**src/rtl/image_pkg.sv**
```systemverilog
// Shared definitions for the image ROM, the streamer in front of it and the display stage.
// Holds the default frame geometry, the streamer state encoding and the pixel tag layout.
package image_pkg;

    localparam int IMG_W_DEF = 256;
    localparam int IMG_H_DEF = 256;
    localparam int WIDTH_DEF = 8;
    localparam int COORD_W   = 16;

    typedef enum logic [1:0] {
        IDLE,
        RUN,
        DRAIN
    } stream_state_t;

    // Frame-level tag carried next to each pixel by downstream stages; coordinates are
    // sized for the largest supported frame.
    typedef struct packed {
        logic [COORD_W-1:0] x;
        logic [COORD_W-1:0] y;
        logic               last;
    } pixel_tag_t;

endpackage

```
**src/rtl/pix_fifo2.sv**
```systemverilog
// Two-entry synchronous FIFO with occupancy output; push and pop may coincide when full.
// A flush empties it in one cycle without touching the stored words.
module pix_fifo2
    import image_pkg::*;
#(
    parameter int DW = 8
) (
    input  logic          clk,
    input  logic          rst_n,
    input  logic          flush_i,
    input  logic          push_i,
    input  logic [DW-1:0] data_i,
    input  logic          pop_i,
    output logic [DW-1:0] data_o,
    output logic [1:0]    count_o
);

    logic [DW-1:0] mem_q [2];
    logic          rd_ptr_q;
    logic          wr_ptr_q;
    logic [1:0]    count_q;
    logic          do_push;
    logic          do_pop;

    assign do_pop  = pop_i && (count_q != 2'd0);
    assign do_push = push_i && ((count_q != 2'd2) || do_pop);
    assign data_o  = mem_q[rd_ptr_q];
    assign count_o = count_q;

    always_ff @(posedge clk or negedge rst_n) begin
        if (!rst_n) begin
            mem_q[0] <= '0;
            mem_q[1] <= '0;
            rd_ptr_q <= 1'b0;
            wr_ptr_q <= 1'b0;
            count_q  <= 2'd0;
        end else if (flush_i) begin
            rd_ptr_q <= 1'b0;
            wr_ptr_q <= 1'b0;
            count_q  <= 2'd0;
        end else begin
            if (do_push) begin
                mem_q[wr_ptr_q] <= data_i;
                wr_ptr_q        <= ~wr_ptr_q;
            end
            if (do_pop) begin
                rd_ptr_q <= ~rd_ptr_q;
            end
            count_q <= count_q + {1'b0, do_push} - {1'b0, do_pop};
        end
    end

endmodule

```
**src/rtl/image_rom_streamer.sv**
```systemverilog
// Walks a frame in raster order over a synchronous-read ROM and streams the pixels out
// on valid/ready, tagging each with its column, row and an end-of-frame flag.
module image_rom_streamer
    import image_pkg::*;
#(
    parameter int unsigned       WIDTH  = WIDTH_DEF,
    parameter int unsigned       IMG_W  = IMG_W_DEF,
    parameter int unsigned       IMG_H  = IMG_H_DEF,
    parameter int unsigned       ADDR_W = 32,
    parameter logic [ADDR_W-1:0] BASE   = '0
) (
    input  logic                     clk,
    input  logic                     rst_n,
    input  logic                     start,
    input  logic                     abort,
    output logic [ADDR_W-1:0]        r_addr,
    input  logic [WIDTH-1:0]         rd,
    output logic [WIDTH-1:0]         m_data,
    output logic [$clog2(IMG_W)-1:0] m_x,
    output logic [$clog2(IMG_H)-1:0] m_y,
    output logic                     m_last,
    output logic                     m_valid,
    input  logic                     m_ready,
    output logic                     busy,
    output logic                     done
);

    localparam int XW = $clog2(IMG_W);
    localparam int YW = $clog2(IMG_H);

    // Tags sized to this frame so every bit stored in the FIFO reaches an output.
    typedef struct packed {
        logic [XW-1:0] x;
        logic [YW-1:0] y;
        logic          last;
    } tag_t;

    localparam int TW = $bits(tag_t);
    localparam int PW = WIDTH + TW;

    stream_state_t     state_q, state_d;
    logic [ADDR_W-1:0] addr_q, addr_d;
    logic [XW-1:0]     x_q, x_d;
    logic [YW-1:0]     y_q, y_d;
    tag_t              tag_q, tag_d;
    logic              inflight_q, inflight_d;
    logic              done_q, done_d;

    logic [1:0]        occ;
    logic [PW-1:0]     fifo_q;
    tag_t              head;
    logic              pop;
    logic              rd_last;
    logic              credit_ok;
    logic              issue;
    logic              abort_hit;

    pix_fifo2 #(
        .DW(PW)
    ) u_fifo (
        .clk    (clk),
        .rst_n  (rst_n),
        .flush_i(abort_hit),
        .push_i (inflight_q),
        .data_i ({rd, tag_q}),
        .pop_i  (pop),
        .data_o (fifo_q),
        .count_o(occ)
    );

    assign head    = tag_t'(fifo_q[TW-1:0]);
    assign m_data  = fifo_q[PW-1:TW];
    assign m_x     = head.x;
    assign m_y     = head.y;
    assign m_valid = (occ != 2'd0);
    assign m_last  = m_valid && head.last;
    assign r_addr  = addr_q;
    assign busy    = (state_q != IDLE);
    assign done    = done_q;

    // A read may only be issued while the FIFO plus the read in flight still leaves a free
    // slot after this cycle's pop, so the two-entry FIFO can never overflow.
    always_comb begin
        pop       = m_valid && m_ready;
        rd_last   = (x_q == XW'(IMG_W - 1)) && (y_q == YW'(IMG_H - 1));
        abort_hit = abort && (state_q != IDLE);
        credit_ok = ({1'b0, occ} + {2'b00, inflight_q}) < (3'd2 + {2'b00, pop});
        issue     = (state_q == RUN) && !abort && credit_ok;
    end

    always_comb begin
        state_d = state_q;
        done_d  = 1'b0;
        unique case (state_q)
            IDLE:    if (start && !abort) state_d = RUN;
            RUN:     if (issue && rd_last) state_d = DRAIN;
            DRAIN: begin
                if (pop && head.last) begin
                    state_d = IDLE;
                    done_d  = 1'b1;
                end
            end
            default: state_d = IDLE;
        endcase
        if (abort_hit) begin
            state_d = IDLE;
            done_d  = 1'b0;
        end
    end

    // Address and raster position advance together; leaving the frame rewinds both.
    always_comb begin
        addr_d     = addr_q;
        x_d        = x_q;
        y_d        = y_q;
        inflight_d = issue;
        tag_d      = '{x: x_q, y: y_q, last: rd_last};
        if (issue) begin
            addr_d = addr_q + ADDR_W'(1);
            if (x_q == XW'(IMG_W - 1)) begin
                x_d = '0;
                y_d = y_q + YW'(1);
            end else begin
                x_d = x_q + XW'(1);
            end
        end
        if (state_d == IDLE) begin
            addr_d = BASE;
            x_d    = '0;
            y_d    = '0;
        end
    end

    always_ff @(posedge clk or negedge rst_n) begin
        if (!rst_n) begin
            state_q    <= IDLE;
            addr_q     <= BASE;
            x_q        <= '0;
            y_q        <= '0;
            tag_q      <= '0;
            inflight_q <= 1'b0;
            done_q     <= 1'b0;
        end else begin
            state_q    <= state_d;
            addr_q     <= addr_d;
            x_q        <= x_d;
            y_q        <= y_d;
            tag_q      <= tag_d;
            inflight_q <= inflight_d;
            done_q     <= done_d;
        end
    end

endmodule

```
**config.mk**
```make
export PLATFORM = sky130hd
export DESIGN_NAME = image_rom_streamer
export DESIGN_NICKNAME = d
export VERILOG_FILES = /design/src/rtl/image_pkg.sv /design/src/rtl/pix_fifo2.sv /design/src/rtl/image_rom_streamer.sv
export SDC_FILE = /design/constraint.sdc
export NUM_CORES = 1
export LEC_CHECK = 0
export CORE_MARGIN = 1.5
export CORE_UTILIZATION = 45
export CTS_BUF_LIST = sky130_fd_sc_hd__clkbuf_4
export DETAILED_ROUTE_END_ITERATION = 10
export PLACE_DENSITY = 0.67
export SLEW_MARGIN = 20
export SYNTH_ARGS = -nofsm -noshare
export SYNTH_HDL_FRONTEND = slang
export SYNTH_SLANG_ARGS = --single-unit
export TNS_END_PERCENT = 50
```
**constraint.sdc**
```tcl
create_clock -name clk -period 6.15 [get_ports clk]
set_clock_uncertainty 0.15 [all_clocks]
set_input_delay 0.9225 -clock clk [delete_from_list [all_inputs] [get_ports clk]]
set_output_delay 0.9225 -clock clk [all_outputs]
set_load 0.02 [all_outputs]
```
==> results of run 1 <==
-- cell families (layout without fill, tap and decap cells) --
family                   Yosys count  count (layout)  synth area share (%)
adder cells (fa/ha/maj)            7               7                  1.51
flip-flops                       123             123                  53.2
AO/OA/AOI/OAI                     62              62                  8.05
buffers and inverters             32             120                  3.03
AND/OR/NAND/NOR                  150             150                  15.7
multiplexers                      75              75                  14.6
XOR/XNOR                          26              26                  3.94
-- registers in the layout, summed over array words and instances (netlist names) --
signal           flops
inflight_q           1
u_fifo.wr_ptr_q      1
x_q                  8
done                 1
u_fifo.mem_q        50
r_addr              32
state_q              2
tag_q               17
u_fifo.count_o       2
y_q                  8
u_fifo.rd_ptr_q      1
-- per-layer routing --
metal	track usage [%]	share of wire, %	up-vias
li1	-	-	1869
met1	23.0	45	1941
met2	29.8	48	92
met3	7.01	6.0	12
met4	6.59	1.3	0
met5	0	0	-
-- how the worst max path moves through the flow --
stage | end | cells past startpoint | slack, ns
2_1_floorplan | u_fifo.mem_q[42] | 5 | 3.65
3_3_place_gp | x_q[7] | 6 | 2.40
3_5_place_dp | x_q[7] | 6 | 2.35
4_1_cts | m_last | 3 | 2.57
5_1_grt | m_last | 3 | 2.46
6_report | m_last | 3 | 2.68
-- cells in the mapped netlist (8+ instances only) --
library cell | count | area, µm²
nand4_1 | 11 | 68.8
or3_1 | 14 | 87.6
xor2_1 | 8 | 70.1
nand2_1 | 20 | 75.1
a21oi_2 | 17 | 149
nor2_2 | 13 | 81.3
nor2_4 | 10 | 113
xnor2_1 | 18 | 158
o21ai_0 | 15 | 75.1
mux2_2 | 74 | 833
dfrtp_1 | 123 | 3080
nor3_1 | 9 | 45.0
nor4_1 | 13 | 81.3
nand3_1 | 18 | 90.1
nor2_1 | 15 | 56.3
inv_1 | 12 | 45.0
-- where the power goes --
part | total (mW) | leakage (nW) | switching (mW) | internal [mW]
combinational | 0.441 | 1.07 | 0.219 | 0.222
clock | 0.593 | 0.155 | 0.312 | 0.281
sequential | 0.951 | 1.68 | 0.0746 | 0.877
total | 1.99 | 2.91 | 0.606 | 1.38
-- area by class of cell --
type / count / area, µm² / area share, %
clock buffers: 17 / 128 / 1.84
clock inverters: 15 / 175 / 2.53
inverters: 13 / 48.8 / 0.704
multi-input cells: 320 / 2540 / 36.7
flip-flops and latches: 123 / 3080 / 44.4
well taps: 172 / 215 / 3.10
repair buffers: 75 / 741 / 10.7
-- worst max-delay path, stage by stage (launching register included) --
cell and delay [ns]:
dfrtp_2 0.79, mux2i_1 0.44, nor2_1 0.09, clkdlybuf4s50_1 0.55
-- cells in the final DEF (no fill, tap or decap), types with 8 or more instances in the layout --
cell type          n
a21oi_2           17
clkbuf_4          17
clkdlybuf4s50_1   71
dfrtp_1          122
inv_1             12
mux2_2            74
nand2_1           20
nand3_1           18
nand4_1           11
nor2_1            15
nor2_2            13
nor2_4            10
nor3_1             9
nor4_1            13
o21ai_0           15
or3_1             14
xnor2_1           18
xor2_1             8
==> flow_metrics.py, run 1 <==
metrics = {
    "run_status": {
        "status": "complete, no violations",
    },
    "critical_path": {
        "reg2reg_from": "u_fifo.count_o[0]",
        "startpoint_type": "flip-flop",
        "crit_path_end_kind": "output port",
        "crit_path_start": "u_fifo.rd_ptr_q",
        "crit_arrival_ns": 2.40,
        "reg2reg_depth": 6,
        "r2r_end": "x_q[3]",
        "cp_max_fo": 26,
        "ff2ff_setup_slack_ns": 3.08,
        "cp.required_ns": 5.08,
        "critPathKind": "flip-flop to output port",
    },
    "logic_synthesis": {
        "ys_warn_count": 0,
        "synth_area_um2": 5790,
        "synth_flop_cell": "dfrtp_1",
        "ys_types": 49,
        "yosys_register_bits": 123,
        "syn_nets": 495,
        "synth-edff-count": 0,
        "avgSynthCellArea_um2": 12.2,
        "ys_async_sr_fraction_pct": 100,
        "synth_cells": 475,
        "yosysSeqAreaShare_pct": 53.2,
    },
    "timing": {
        "rsz0062_at_grt": "false",
        "worst_slew_pin_slew_ns": 1.02,
        "setup_viol_count_final": 0,
        "slew_headroom_pct": 32.2,
        "fin_crit_sh_pct": 56.5,
        "max_freq_ghz": 0.288,
        "holdWs_ns": 0.272,
        "finalCriticalPeriod_ns": 3.47,
        "finalSetupTns_ns": 0,
        "final_hold_viol_count": 0,
        "drv_slew": 0,
        "timing.final.ws_setup_ns": 2.68,
    },
    "detailed_routing": {
        "wirelength_um": 11200,
        "drt.antenna.violating_nets": 0,
        "via_per_inst": 5.33,
        "drc": 0,
        "drt-wirelength-per-cell_um": 15.3,
        "drtIter0Drc": 108,
        "vias": 3914,
        "drtPass1Iterations": 4,
    },
    "power_and_ir_drop": {
        "pwr_density_cell_nw_per_um2": 286,
        "vdd_drop_max_mv": 0.102,
        "power_mw": 1.99,
        "cellLeakagePower_nw": 2.91,
    },
    "min_path": {
        "hold_path_class": "flip-flop to flip-flop",
        "hold_path_startpoint": "x_q[7]",
        "worstHoldPathCells": 0,
        "whs_endpoint": "tag_q[16]",
    },
    "layout": {
        "fill_cells": 1096,
        "drive_gt1_share_pct": 28.1,
        "syn2layout_area_growth_pct": 19.8,
        "stdcell_count": 735,
        "n_antenna_cell": 0,
        "fin_area_um2": 6930,
        "final_util_pct": 55.2,
        "final_nets": 570,
    },
    "clock_tree": {
        "cts_made_buffers": 17,
        "cts_resized": 0,
        "tritoncts": "done",
        "cts_setup_buffers": 0,
        "h-tree-depth": 4,
        "clk_pin_slew_ns": 0.11,
        "clockBufferDepth": 2,
        "clock_latency_ns": 0.54,
        "hold_buffers": 0,
        "clock_tree.root_cell": "clkbuf_4",
        "cts.sinks": 123,
    },
    "global_route": {
        "grt_overflow": 0,
        "grt_max_degree": 76,
        "grt_pass1_vias": 4041,
        "grtUsageTotal_pct": 18.6,
        "grt_pass1_wl_um": 19300,
        "antenna_found_initial": 0,
    },
    "floorplan": {
        "num_rows": 41,
        "initial_core_util_pct": 46.0,
        "die-width_um": 116,
        "die_h_um": 116,
        "coreArea_um2": 12600,
        "die-area_um2": 13500,
        "ioPinCount": 73,
    },
    "run": {
        "max_cap_violations": 0,
    },
    "placement": {
        "dpl.cell_count": 703,
        "port_buffers": 72,
        "gp_congestion": 0.780,
        "placed_area_um2": 6630,
        "pre_cts_slack_ns": 2.35,
        "hpwl_um": 7530,
    },
}
(Power assumes the default switching activity.)
==> run 2, diff against run 1 <==
- clock period: 6.15 -> 3.3 ns (I/O delays scaled with it)
==> flow_metrics.py, run 2 (synthesized netlist as in run 1, its figures left out) <==
metrics = {
    "clock_tree": {
        "h-tree-depth": 4,
        "cts.sinks": 123,
        "clock_latency_ns": 0.53,
        "tritoncts": "done",
        "cts_resized": 0,
        "cts_made_buffers": 17,
        "clock_tree.root_cell": "clkbuf_4",
        "clockBufferDepth": 2,
        "clk_pin_slew_ns": 0.10,
    },
    "min_path": {
        "whs_endpoint": "tag_q[16]",
        "hold_path_startpoint": "x_q[7]",
        "worstHoldPathCells": 0,
        "hold_path_class": "flip-flop to flip-flop",
    },
    "floorplan": {
        "ioPinCount": 73,
        "initial_core_util_pct": 46.0,
        "num_rows": 41,
        "die_h_um": 116,
        "coreArea_um2": 12600,
        "die-width_um": 116,
        "die-area_um2": 13500,
    },
    "layout": {
        "fill_cells": 1090,
        "n_antenna_cell": 0,
        "largest_reg_flops": 50,
        "multi_input_area_um2": 2540,
        "regMostFlops": "u_fifo.mem_q",
        "fin_area_um2": 7060,
        "final_cell_mix": "dfrtp_1, mux2_2, clkdlybuf4s50_1, nand2_1",
        "final_common_cell": "dfrtp_1",
        "drive_gt1_share_pct": 28.9,
        "regArea_um2": 3080,
        "stdcell_count": 746,
        "final_nets": 581,
        "syn2layout_area_growth_pct": 22.1,
    },
    "detailed_routing": {
        "wirelength_um": 11500,
        "drtIter0Drc": 93,
        "vias": 3963,
        "drc": 0,
        "drt.antenna.violating_nets": 0,
        "via_per_inst": 5.31,
        "drt-wirelength-per-cell_um": 15.4,
        "drtPass1Iterations": 6,
    },
    "timing": {
        "timing.final.ws_setup_ns": 0.432,
        "finalCriticalPeriod_ns": 2.87,
        "slew_headroom_pct": 49.4,
        "fin_crit_sh_pct": 86.9,
        "final_hold_viol_count": 0,
        "worst_slew_pin_slew_ns": 0.759,
        "holdWs_ns": 0.256,
        "finalSetupTns_ns": 0,
        "drv_slew": 0,
        "rsz0062_at_grt": "false",
        "max_freq_ghz": 0.349,
        "setup_viol_count_final": 0,
    },
    "critical_path": {
        "ff2ff_setup_slack_ns": 0.50,
        "r2r_end": "r_addr[26]",
        "critPathKind": "flip-flop to output port",
        "crit_arrival_ns": 2.22,
        "crit_path_end_kind": "output port",
        "crit_path_start": "u_fifo.rd_ptr_q",
        "reg2reg_from": "u_fifo.count_o[0]",
        "reg2reg_depth": 7,
        "cp.required_ns": 2.65,
        "startpoint_type": "flip-flop",
        "cp_max_fo": 24,
    },
    "global_route": {
        "grt_overflow": 0,
        "antenna_found_initial": 0,
        "grt_pass1_wl_um": 19500,
        "grtUsageTotal_pct": 18.6,
        "grt_max_degree": 62,
        "grt_pass1_vias": 3984,
    },
    "placement": {
        "dpl.cell_count": 713,
        "gp_congestion": 0.802,
        "pre_cts_slack_ns": 0.378,
        "hpwl_um": 7830,
        "port_buffers": 72,
        "placed_area_um2": 6720,
    },
    "run": {
        "max_cap_violations": 0,
    },
    "power_and_ir_drop": {
        "pwr_density_cell_nw_per_um2": 547,
        "cellLeakagePower_nw": 2.99,
        "vdd_drop_max_mv": 0.226,
    },
    "run_status": {
        "status": "complete, no violations",
    },
}
==> run 2: cell types whose count changed in the layout (fill, tap and decap cells not counted), sizes merged <==
cell         previous run  this run
buf                     4        14
bufinv                  3         5
clkbuf                 17        18
clkinv                  9         8
clkinvlp                3         2
dlygate4sd3             0         1
inv                    13        12
==> run 2: area by class of cell <==
| type | instances | share of cell area (%) |
|---|---|---|
| clock buffers | 18 | 1.91 |
| multi-input cells | 320 | 36.0 |
| inverters | 13 | 0.691 |
| repair buffers | 86 | 11.9 |
| flip-flops and latches | 123 | 43.6 |
| clock inverters | 14 | 2.85 |
| well taps | 172 | 3.05 |
==> run 2: how the worst max path moves through the flow <==
stage,slack (ns),end,cells past startpoint
2_1_floorplan,0.84,r_addr[0],10
4_1_cts,0.35,m_y[2],3
3_5_place_dp,0.38,r_addr[28],6
3_3_place_gp,0.44,r_addr[30],6
6_report,0.43,m_x[7],3
5_1_grt,0.30,m_x[7],3
==> run 2: repair_timing <==
action | in CTS | in global routing
hold endpoints to repair | 58 | 0
buffers inserted | 0 | 0
hold buffers | 1 | 0
==> run 2: routing by layer <==
metal	GRT usage (%)	routed length [µm]	vias up
met4	7.72	189	0
met1	24.3	5320	1970
met2	29.7	5470	84
met5	0	0	-
li1	-	-	1894
met3	4.72	494	15
==> run 2: power by group <==
group / internal, mW / leakage [nW] / switching [mW]
registers: 1.63 / 1.68 / 0.0812
logic: 0.448 / 1.13 / 0.477
clock network: 0.676 / 0.177 / 0.546
==> run 2: stage by stage <==
step                power [mW]  utilization, %
global placement          2.66            53.4
detailed placement        2.68            53.4
global route              4.07            56.2
CTS                       3.92            56.2
finish                    3.86            56.2
floorplan                 2.34               -
==> run 2: worst max-delay path, cell delays in order (launching register included) <==
cell and delay, ns:
dfrtp_1 0.41, buf_4 0.35, mux2_2 0.39, clkdlybuf4s50_1 0.54
